--- src/rtl/regfile_write_arbiter.sv ---
// Purpose: merges ALU (A) and load (B) writebacks onto the single regfile write port.
// Latency: handshake at edge E -> write pulse after edge E+1; one write per cycle sustained.
// Backpressure: x_ready low in reset or while source FIFO is full (no pop bypass).
//
// Ports:
//   clock, reset                      rising-edge clock, synchronous active-low reset
//   a_valid/a_ready/a_addr/a_data     ALU writeback request channel
//   b_valid/b_ready/b_addr/b_data     load writeback request channel
//   write/wrAddr/wrData               registered regfile write port
//   busy                              work pending in either FIFO or write in flight
//   drop_cnt                          saturating count of discarded zero-register writes

// Purpose: generic synchronous FIFO, head data exposed combinationally.
// Latency: pushed entry visible at head after the push edge.
// Backpressure: full asserted at DEPTH entries; caller must gate push/pop.
//
// Ports: clock/reset, push + push_dat, pop, full, empty, head_dat.
module sync_fifo #(
  parameter int W     = 8,
  parameter int DEPTH = 2
) (
  input  logic         clock,
  input  logic         reset,
  input  logic         push,
  input  logic [W-1:0] push_dat,
  input  logic         pop,
  output logic         full,
  output logic         empty,
  output logic [W-1:0] head_dat
);
  localparam int PW = $clog2(DEPTH);
  localparam int CW = $clog2(DEPTH + 1);

  logic [W-1:0]  mem [DEPTH];
  logic [PW-1:0] wr_ptr;
  logic [PW-1:0] rd_ptr;
  logic [CW-1:0] count;

  // Storage is not reset; the pointers and count define what is valid.
  always_ff @(posedge clock) begin
    if (push) begin
      mem[wr_ptr] <= push_dat;
    end
  end

  // Pointers wrap naturally because DEPTH is a power of two; count tells full from empty.
  always_ff @(posedge clock) begin
    if (!reset) begin
      wr_ptr <= '0;
      rd_ptr <= '0;
      count  <= '0;
    end else begin
      if (push) wr_ptr <= wr_ptr + 1'b1;
      if (pop)  rd_ptr <= rd_ptr + 1'b1;
      count <= count + CW'(push) - CW'(pop);
    end
  end

  assign full     = (count == CW'(DEPTH));
  assign empty    = (count == '0);
  assign head_dat = mem[rd_ptr];
endmodule

module regfile_write_arbiter #(
  parameter int DATA_W     = 64,
  parameter int ADDR_W     = 5,
  parameter int FIFO_DEPTH = 2,
  parameter int ZERO_REG   = 31
) (
  input  logic              clock,
  input  logic              reset,
  input  logic              a_valid,
  output logic              a_ready,
  input  logic [ADDR_W-1:0] a_addr,
  input  logic [DATA_W-1:0] a_data,
  input  logic              b_valid,
  output logic              b_ready,
  input  logic [ADDR_W-1:0] b_addr,
  input  logic [DATA_W-1:0] b_data,
  output logic              write,
  output logic [ADDR_W-1:0] wrAddr,
  output logic [DATA_W-1:0] wrData,
  output logic              busy,
  output logic [7:0]        drop_cnt
);
  typedef struct packed {
    logic [ADDR_W-1:0] addr;
    logic [DATA_W-1:0] data;
  } wr_req_t;

  typedef enum logic {RR_A = 1'b0, RR_B = 1'b1} rr_e;

  rr_e     rr_q, rr_d;
  wr_req_t a_head, b_head;
  logic    a_full, a_empty, b_full, b_empty;
  logic    a_fire, b_fire, a_drop, b_drop, a_push, b_push;
  logic    a_grant, b_grant;
  logic [8:0] drop_sum;
  logic [7:0] drop_d;

  assign a_ready = reset & ~a_full;
  assign b_ready = reset & ~b_full;

  // Zero-register writes complete the handshake but never reach the FIFO.
  assign a_fire = a_valid & a_ready;
  assign b_fire = b_valid & b_ready;
  assign a_drop = a_fire & (a_addr == ADDR_W'(ZERO_REG));
  assign b_drop = b_fire & (b_addr == ADDR_W'(ZERO_REG));
  assign a_push = a_fire & ~a_drop;
  assign b_push = b_fire & ~b_drop;

  sync_fifo #(.W($bits(wr_req_t)), .DEPTH(FIFO_DEPTH)) u_fifo_a (
    .clock    (clock),
    .reset    (reset),
    .push     (a_push),
    .push_dat ({a_addr, a_data}),
    .pop      (a_grant),
    .full     (a_full),
    .empty    (a_empty),
    .head_dat (a_head)
  );

  sync_fifo #(.W($bits(wr_req_t)), .DEPTH(FIFO_DEPTH)) u_fifo_b (
    .clock    (clock),
    .reset    (reset),
    .push     (b_push),
    .push_dat ({b_addr, b_data}),
    .pop      (b_grant),
    .full     (b_full),
    .empty    (b_empty),
    .head_dat (b_head)
  );

  // Round-robin only matters under contention; a lone requester wins without touching rr.
  always_comb begin
    a_grant = 1'b0;
    b_grant = 1'b0;
    rr_d    = rr_q;
    if (!a_empty && !b_empty) begin
      a_grant = (rr_q == RR_A);
      b_grant = (rr_q == RR_B);
      rr_d    = (rr_q == RR_A) ? RR_B : RR_A;
    end else begin
      a_grant = ~a_empty;
      b_grant = ~b_empty;
    end
  end

  always_comb begin
    drop_sum = {1'b0, drop_cnt} + 9'(a_drop) + 9'(b_drop);
    drop_d   = (drop_sum > 9'd255) ? 8'hFF : drop_sum[7:0];
  end

  // Address/data hold their last value on idle cycles; only write marks them meaningful.
  always_ff @(posedge clock) begin
    if (!reset) begin
      write    <= 1'b0;
      wrAddr   <= '0;
      wrData   <= '0;
      drop_cnt <= '0;
      rr_q     <= RR_A;
    end else begin
      write    <= a_grant | b_grant;
      rr_q     <= rr_d;
      drop_cnt <= drop_d;
      if (a_grant) begin
        wrAddr <= a_head.addr;
        wrData <= a_head.data;
      end else if (b_grant) begin
        wrAddr <= b_head.addr;
        wrData <= b_head.data;
      end
    end
  end

  assign busy = ~a_empty | ~b_empty | write;
endmodule

--- config.mk ---
export PLATFORM = sky130hd
export DESIGN_NAME = regfile_write_arbiter
export DESIGN_NICKNAME = d
export VERILOG_FILES = /design/src/rtl/regfile_write_arbiter.sv
export SDC_FILE = /design/constraint.sdc
export NUM_CORES = 1
export LEC_CHECK = 0
export ABC_AREA = 1
export CORE_ASPECT_RATIO = 1.75
export CORE_MARGIN = 5
export CORE_UTILIZATION = 54
export DETAILED_ROUTE_END_ITERATION = 8
export DONT_BUFFER_PORTS = 1
export HOLD_SLACK_MARGIN = 0.02
export PLACE_DENSITY = 0.69
export SYNTH_ARGS = -nofsm -noshare
export SYNTH_HDL_FRONTEND = slang
export SYNTH_HIERARCHICAL = 1
export SYNTH_SLANG_ARGS = --single-unit
--- constraint.sdc ---
create_clock -name clock -period 10.6 [get_ports clock]
set_input_delay 1.59 -clock clock [delete_from_list [all_inputs] [get_ports clock]]
set_output_delay 1.59 -clock clock [all_outputs]
set_load 0.01 [all_outputs]
# Word level (Yosys, flattened, before mapping)
# Memory sizes are Yosys's and may differ from the RTL's. A register that Yosys moved wholly into a read port is not among the register bits.
# Index checks and enable logic that the tools add are counted.
# W data, S select, Z words.
# totals
register_bits,87
latch_bits,0
mem_bits_rw,276
romBits,0
output_inout_bits,81
word_cells,68
memories,2
# memory_table
name,words,word_bits,read_ports,rd_clocked_by_memory_dff,write_ports,line,source
u_fifo_a.mem,2,69,1,1,1,34,logic [W-1:0] mem [DEPTH];
u_fifo_b.mem,2,69,1,1,1,34,
# classes
n_addsub,10
multipliers,0
n_div,0
order_cmp,1
eq_ne,4
shift,0
n_mux,16
bitwise,18
n_reduce_logical,6
# op_table
op,n
$mux W64,2
$mux W1,11
$eq A5 B5 Y1 const B,2
$mux W5,2
$add A8 B1 Y9,1
$add A9 B1 Y9,1
$gt A9 B8 Y1 const B,1
$and A1 B1 Y1,8
$mux W8,1
$not A1 Y1,7
$add A1 B1 Y1 const B,4
$add A2 B1 Y2,2
$eq A2 B2 Y1 const B,2
$logic_not A2 Y1,2
$sub A2 B1 Y2,2
$or A1 B1 Y1,3
$logic_not A1 Y1,2
$reduce_bool A2 Y1,1
$logic_and A1 B1 Y1,1

# Depth between registers and ports, before layout
# Gate-level depths: netlist of the first run.
# depth
ltp_word,9
ltp_mapped,13
mapped_depth_nobuf,13

# Cells and area by module
# Netlist of the first run, hierarchy kept.
# by_module_without_submodules
mod,n_inst,cells_per_inst,area_per_inst_um2,seq_area_each_um2
sync_fifo at u_fifo_a,1,249,5250.0,4244.1
sync_fifo at u_fifo_b,1,248,5246.3,4244.1
regfile_write_arbiter,1,513,3628.5,1581.5

# Worst setup path before layout of the first run
# Ideal clock, no wire load.
# synth_path
kind,in2reg
from,input reset
to,memory u_fifo_a/mem[0][0] in the netlist's numbering (enable)
setup_ns,0.496
t_arrival_ns,5.318
t_required_ns,10.104
slack_ns,4.785
cell_stages,7
path_cell_list,buf_4 > inv_2 > nor2_1 > nand2_1 > a31oi_1 > inv_1 > nor2_1
# synth_between
elab_chain_cells,7
# synth_rtl
item,line,source
start: declaration,71,"input logic reset,"
$and A1 B1 Y1 *,101,assign a_ready = reset & ~a_full;
net a_ready,73,"output logic a_ready,"
$and A1 B1 Y1 *,105,assign a_fire = a_valid & a_ready;
$and A1 B1 Y1,107,assign a_drop = a_fire & (a_addr == ADDR_W'(ZERO_REG));
$not A1 Y1,109,assign a_push = a_fire & ~a_drop;
$and A1 B1 Y1 *,109,
net a_push,96,"logic a_fire, b_fire, a_drop, b_drop, a_push, b_push;"
$mux W1 *,41,if (push) begin
$mux W1 (not written as such) *,42,mem[wr_ptr] <= push_dat;
end: declaration,34,
# Mark *: on every way through the listed nets, which the timed path passes. The rest lies on a longest branch.

# Final worst setup path of the first run
# layout_path
from,input reset
to,memory u_fifo_a/mem[0][15] in the netlist's numbering (enable)
# Same word-level chain as after synthesis.

==> summary.txt, run 1 <==
Worst setup path
  • CP Launch Type: primary input
  • Worst Path Class, Setup: primary input to register
  • Buf/Inv on CP: 3
  • Crit-path max cell delay: 0.77 ns
  • CP top delay family: simple AND/OR/NAND/NOR gates
  • Crit Path Max Fanout: 81
  • Crit-path slowest cell: nor2_4
  • Critical Path, Cell by Cell: inv_2 -> nor2_1 -> nand2_1 -> a31oi_1 -> inv_1 -> nor2_4 -> buf_4
  • Crit path required time: 10.73 ns
  • Worst Path Arrival: 3.98 ns
  • Setup crit end kind: register

Clocking
  • Number of buffers created by CTS: 34
  • CTS tree: done
  • Cts repair resizes: 0
  • Worst-skew pair later-pin latency: 0.51 ns
  • Root cell of the clock tree: clkbuf_16
  • Number of setup buffers added after CTS: 0
  • Reg clk slew, reported paths: 0.06 ns
  • Clock sinks: 365
  • Longest Clk Path Bufs: 3
  • CTS Hold Bufs: 0
  • H-Tree Depth: 2

Placement
  • Detailed placement HPWL: 17900 µm
  • Port Buffers: 0
  • GP Congestion: approximately 0.78

STA
  • Worst slew margin: ~27%
  • Fin Setup TNS: 0 ns
  • Crit share post-route: 36.3%
  • RSZ-0062 raised after global routing: false
  • Worst Max-Slew Pin Slew: around 1.1 ns
  • Tmin final: 3.85 ns
  • Final setup violation count: 0
  • Final Skew: 0.0193 ns
  • Fin. Hold Viols: 0
  • Fmax: 260 MHz
  • Fin. max-slew vios: 0

Yosys
  • Area share of the largest cell type after synthesis: between 50% and 60%
  • Dominant cell type by area after synthesis: edfxtp_1
  • Synth top area cells: edfxtp_1, dfxtp_1, mux2_2
  • Number of synthesized register bits: 365
  • Syn avg cell area: approximately 14 µm²
  • Ys Warns: 6
  • Synth Net Count: around 1200
  • Post-Synthesis Cells: 1010
  • Synth cell types: 29
  • Cell area after synthesis: about 14000 µm²
  • Register area share after synthesis: 71.3%

Floorplanning
  • # rows: 78
  • Full die area: 29600 µm²
  • Area of the core: 25900 µm²
  • Die height: 224 µm
  • I/O pins: roughly 220
  • Initial Util: approximately 55%
  • Die width: 132 µm

Power and ir drop
  • Comb power frac: 21.2%
  • Internal power: 2.91 mW
  • Pwr/cell area: 275 nW/µm²
  • LEAKAGE: 5.39 nW
  • Switching share of power: about a third
  • NetSw: 1.34 mW
  • Power Total: roughly 4.2 mW
  • Reg power frac: ~50%
  • Worst IR Drop VDD: 0.175 mV
  • Clock power frac: around 29%

Global route
  • Overall routing resource usage: around a fifth
  • Pin count of the biggest net entering global routing: 82
  • Gr ovfl total: 0
  • Initial antenna violation count: 0
  • Vias in the first global route: 8036
  • First-pass GRT wire length: 45300 µm

Finish
  • Antenna diodes: 0
  • Fill count: 1989
  • Final nets: 1148
  • Layout cells sized above 1: around 21%
  • P&R area growth vs syn: 9.10%

Route
  • Wire per inst: 21.8 µm
  • # DRC: 0
  • Via count: 7555
  • DRT Wirelength: 29400 µm
  • Post-route ant nets: 0
  • DRT Pass-1 Iters: 5
  • Vias/cell: approximately 5.6
  • DRT iter0 DRCs: 390
  • Met3 wire length: 2280 µm
  • Uppermost layer routed: met4
  • Routed met1 length: 10200 µm
  • Met2 Wirelength: approximately 16000 µm

Flow run
  • Max-Cap Viols: 0

Min path
  • Hold Path Class: register to register

Run status
  • Outcome: finished, final reports clean
==> final timing paths <==
path,start,slack [ns],cells past startpoint,to
max,reset,6.75,7,u_fifo_a/mem[0][15]
max reg2reg,u_fifo_a/count[1],7.44,8,u_fifo_a/mem[0][15]
min reg2reg,rr_q,0.47,1,rr_q
min,rr_q,0.47,1,rr_q
==> cell type report <==
type | count | area (µm²) | area share, %
clock buffer | 45 | 1010 | 6.53
clock inverter | 17 | 163 | 1.06
tap | 320 | 400 | 2.60
multi-input combinational | 537 | 3500 | 22.7
sequential | 365 | 10100 | 65.4
inverter | 55 | 209 | 1.36
timing repair buffer | 7 | 52.6 | 0.341
==> cells in the mapped netlist <==
master,n
inv_1,52
nand2_1,87
edfxtp_1,276
fa_1,1
xor2_1,1
mux2_2,118
or2_2,1
o21bai_1,1
o21a_1,1
o21ai_1,73
a21oi_1,10
dfxtp_1,89
ha_1,5
o21ai_0,40
mux2_4,20
nor2_1,96
clkbuf_1,8
nor2_4,1
buf_6,12
and3_1,2
a31oi_1,2
xnor2_1,1
buf_4,5
inv_2,3
buf_2,24
buf_8,2
o21ai_4,1
clkbuf_2,2
nand3_1,76
==> per-stage QoR <==
step                setup WS [ns]  cell area (µm²)  util, %  hold slack [ns]  std cells
floorplan                    4.79            14100        -            0.442       1010
global placement             6.27            14200     55.1            0.458       1284
detailed placement           6.20            14200     55.1            0.459       1284
CTS                          6.75            15400     59.6            0.469       1346
global route                 6.56            15400     59.6            0.485       1346
finish                       6.75            15400     59.6            0.465       1346
==> cell families after synthesis <==
family                     Yosys count  synth area share, %
DFF                                365                 71.3
and+or+nand+nor                    263                 7.77
muxes                              138                 11.5
AOI/OAI and AO/OA                  128                 4.67
buffers and inverters              108                 4.03
adders and majority gates            6                0.585
xor gates and xnor gates             2                0.124
==> metal layers <==
metal,vias up,GRT usage [%]
li1,3589,-
met1,3691,21.0
met3,52,6.45
met5,-,0
met4,0,7.10
met2,223,36.1
==> registers in the layout (all words and copies together) (netlist names), named ones only <==
signal and count:
u_fifo_a/mem 138, u_fifo_b/mem 138, wrData 64, drop_cnt 8
wrAddr 5, u_fifo_a/count 2, u_fifo_b/count 2, rr_q 1
u_fifo_a/rd_ptr 1, u_fifo_a/wr_ptr 1, u_fifo_b/rd_ptr 1, u_fifo_b/wr_ptr 1
write 1
==> power groups by stage <==
stage	clock network [mW]	registers, mW	logic, mW
2_1_floorplan	0	1.97	0.882
3_3_place_gp	0	2.14	0.901
3_5_place_dp	0	2.14	0.913
4_1_cts	1.27	2.11	0.920
5_1_grt	1.33	2.13	1.02
6_report	1.24	2.10	0.899
==> cells in the final DEF (no fill, tap or decap), types with 3 or more instances in the layout <==
cell type	netlist	final
clkinv_2	0	10
nand2_1	87	87
o21ai_1	73	73
clkbuf_8	0	5
clkbuf_1	8	3
mux2_4	20	20
bufinv_16	0	3
clkbuf_16	0	37
inv_2	3	3
mux2_2	118	118
nand3_1	76	76
clkinv_1	0	4
nor2_1	96	94
ha_1	5	5
dfxtp_1	89	87
o21ai_0	40	40
a21oi_1	10	10
nor2_4	1	3
buf_4	5	7
edfxtp_1	276	276
inv_1	52	50
No activity file was read; power rests on OpenSTA's default activity.
==> inputs of run 2 (changes only) <==
clock period = 4 ns   (was 10.6 ns; I/O delays follow)
==> summary.txt, run 2 (synthesis results as in run 1) <==
Run status
  • Outcome: finished, final reports clean

STA
  • Fin Setup TNS: 0 ns (unchanged)
  • Tmin final: approximately 2.5 ns
  • Worst slew margin: 23.6% (-3.4 points)
  • Crit share post-route: 63.2%
  • Fin. Hold Viols: 0 (unchanged)
  • Fin. max-slew vios: 0 (unchanged)
  • Worst Max-Slew Pin Slew: 1.15 ns (+0.0505 ns)
  • Final setup violation count: 0 (unchanged)
  • Final Skew: 0.00739 ns (-0.0119 ns)
  • Fmax: 396 MHz
  • RSZ-0062 raised after global routing: false

Clocking
  • CTS tree: done
  • CTS Hold Bufs: 0 (unchanged)
  • H-Tree Depth: 1 (-1)
  • Reg clk slew, reported paths: 0.07 ns (about the same)
  • Root cell of the clock tree: clkbuf_16
  • Number of setup buffers added after CTS: 0 (unchanged)
  • Number of buffers created by CTS: 30 (-12%)
  • Worst-skew pair later-pin latency: 0.55 ns (+0.04 ns)
  • Clock sinks: 365 (unchanged)
  • Cts repair resizes: 0 (unchanged)
  • Longest Clk Path Bufs: 3 (unchanged)

Worst setup path
  • Worst R2R Setup Slack: 1.47 ns (-5.97 ns)
  • Setup crit end kind: register
  • Crit-path max cell delay: 0.58 ns (-0.19 ns)
  • R2R Path End: u_fifo_b/mem[0][64]
  • CP Launch Type: register
  • Worst Path Class, Setup: register to register
  • Critical Path, Cell by Cell: inv_1 -> nor2_1 -> nor2_1 -> nand2_1 -> a31oi_1 -> inv_1 -> nor2_4 -> buf_4
  • Buf/Inv on CP: 3 (unchanged)
  • CP top delay family: simple AND/OR/NAND/NOR gates
  • Worst Path Arrival: 2.77 ns (-1.21 ns)
  • Crit-path slowest cell: nor2_4
  • RR Startpoint: u_fifo_b/count[1]
  • Crit path required time: 4.25 ns (-6.48 ns)
  • Crit Path Max Fanout: 20 (-75%)
  • R2R cell count: 8 (unchanged)

Route
  • DRT iter0 DRCs: 404 (+3.6%)
  • Post-route ant nets: 0 (unchanged)
  • Wire per inst: 21.9 µm (+0.24%)
  • DRT Wirelength: 29400 µm (about the same)
  • Vias/cell: 5.61 (about the same)
  • DRT Pass-1 Iters: 5 (unchanged)
  • Via count: 7540 (-0.20%)
  • # DRC: 0 (unchanged)

Finish
  • Antenna diodes: 0 (unchanged)
  • Final nets: 1148 (unchanged)
  • Largest registers: u_fifo_a/mem (138), u_fifo_b/mem (138), wrData (64)
  • Layout cells sized above 1: 19.8% (-0.94 points)
  • Fill count: 2007 (+0.90%)
  • Area of the multi-input gates: 3500 µm² (unchanged)
  • P&R area growth vs syn: 8.00%
  • Most frequent cells in the layout: edfxtp_1, mux2_2, nor2_1
  • Most common library cell in the layout ignoring fill and taps: edfxtp_1
  • Fin area: 15300 µm² (-1.0%)
  • Sequential Area: 10100 µm² (unchanged)

Floorplanning
  • Area of the core: 25900 µm² (unchanged)
  • Full die area: 29600 µm² (unchanged)
  • Die height: 224 µm (unchanged)
  • I/O pins: 223 (unchanged)
  • Die width: 132 µm (unchanged)
  • Initial Util: 54.6% (unchanged)
  • # rows: 78 (unchanged)

Placement
  • GP Congestion: 0.788 (+1.7%)
  • Port Buffers: 0 (unchanged)
  • Post-placement cell area: 14300 µm² (+0.47%)
  • Detailed placement HPWL: 18300 µm (+2.5%)

Power and ir drop
  • Worst IR Drop VDD: 0.444 mV (+150%)
  • LEAKAGE: 5.30 nW (-1.7%)
  • Pwr/cell area: 707 nW/µm² (+160%)

Flow run
  • Max-Cap Viols: 0 (unchanged)

Min path
  • Min-delay src: a_addr[4]
  • Min-Delay Endpoint: u_fifo_a/mem[1][68]
  • Hold depth: 0 (-1)
  • Hold Path Class: primary input to register

Global route
  • Vias in the first global route: 8031 (-0.062%)
  • First-pass GRT wire length: 45400 µm (+0.11%)
  • Gr ovfl total: 0 (unchanged)
  • Pin count of the biggest net entering global routing: 82 (unchanged)
  • Overall routing resource usage: 19.6% (-0.063 points)
  • Initial antenna violation count: 0 (unchanged)
## run 2: changes by cell type in the layout (fill, tap and decap cells not counted), moves of 2 or more
cell,delta
clkbuf_1,+11
clkinv_4,-2
clkinv_2,-4
clkinv_1,-3
clkbuf_16,-5
bufinv_16,-3
buf_12,+3
## run 2: area by class of cell
type | count | area share [%]
clock buffer | 51 | 6.04
clock inverter | 5 | 0.156
inverter | 55 | 1.37
multi-input combinational | 537 | 23.0
sequential | 365 | 66.1
tap | 320 | 2.62
timing repair buffer | 11 | 0.787
## run 2: report_power, final
group / internal, mW / switching [mW] / total (mW) / leakage [nW]
clock network: 1.56 / 1.25 / 2.81 / 0.464
logic: 1.02 / 1.38 / 2.40 / 1.58
registers: 4.72 / 0.857 / 5.58 / 3.26
total: 7.30 / 3.48 / 10.8 / 5.30
## run 2: stage by stage
step / util [%] / hold WS, ns / power, mW / instances / setup WS [ns]
after CTS: 59.0 / 0.110 / 10.9 / 1344 / 1.42
after floorplan: - / 0.442 / 7.54 / 1010 / 0.321
after global routing: 59.0 / 0.108 / 11.4 / 1344 / 1.25
after detailed placement: 55.3 / 0.467 / 8.11 / 1288 / 1.18
final: 59.0 / 0.136 / 10.8 / 1344 / 1.47
after global placement: 55.3 / 0.457 / 8.05 / 1288 / 1.20
## run 2: worst reg2reg max path, stage by stage, from the launching register on
cell and delay, ns:
dfxtp_1 0.33, inv_1 0.07, nor2_1 0.05, nor2_1 0.25, nand2_1 0.15, a31oi_1 0.30
inv_1 0.12, nor2_4 0.58, buf_4 0.37
## run 2: how the worst max path moves through the flow
| stage | startpoint | end | slack (ns) | cells after the start |
|---|---|---|---|---|
| after floorplan | reset | u_fifo_a/mem[0][0] | 0.32 | 7 |
| after global placement | reset | u_fifo_b/mem[0][62] | 1.20 | 7 |
| after detailed placement | reset | u_fifo_b/mem[0][62] | 1.18 | 7 |
| after CTS | u_fifo_b/count[1] | u_fifo_b/mem[0][64] | 1.42 | 8 |
| after global routing | u_fifo_b/count[1] | u_fifo_b/mem[0][60] | 1.25 | 8 |
| final | u_fifo_b/count[1] | u_fifo_b/mem[0][64] | 1.47 | 8 |
## run 2: per-layer routing
layer	global-route usage [%]	part of all wire, %	vias to the layer above
met5	0	0	-
li1	-	-	3582
met3	6.54	8.9	63
met1	20.7	34	3668
met2	35.6	53	227
met4	8.19	4.1	0
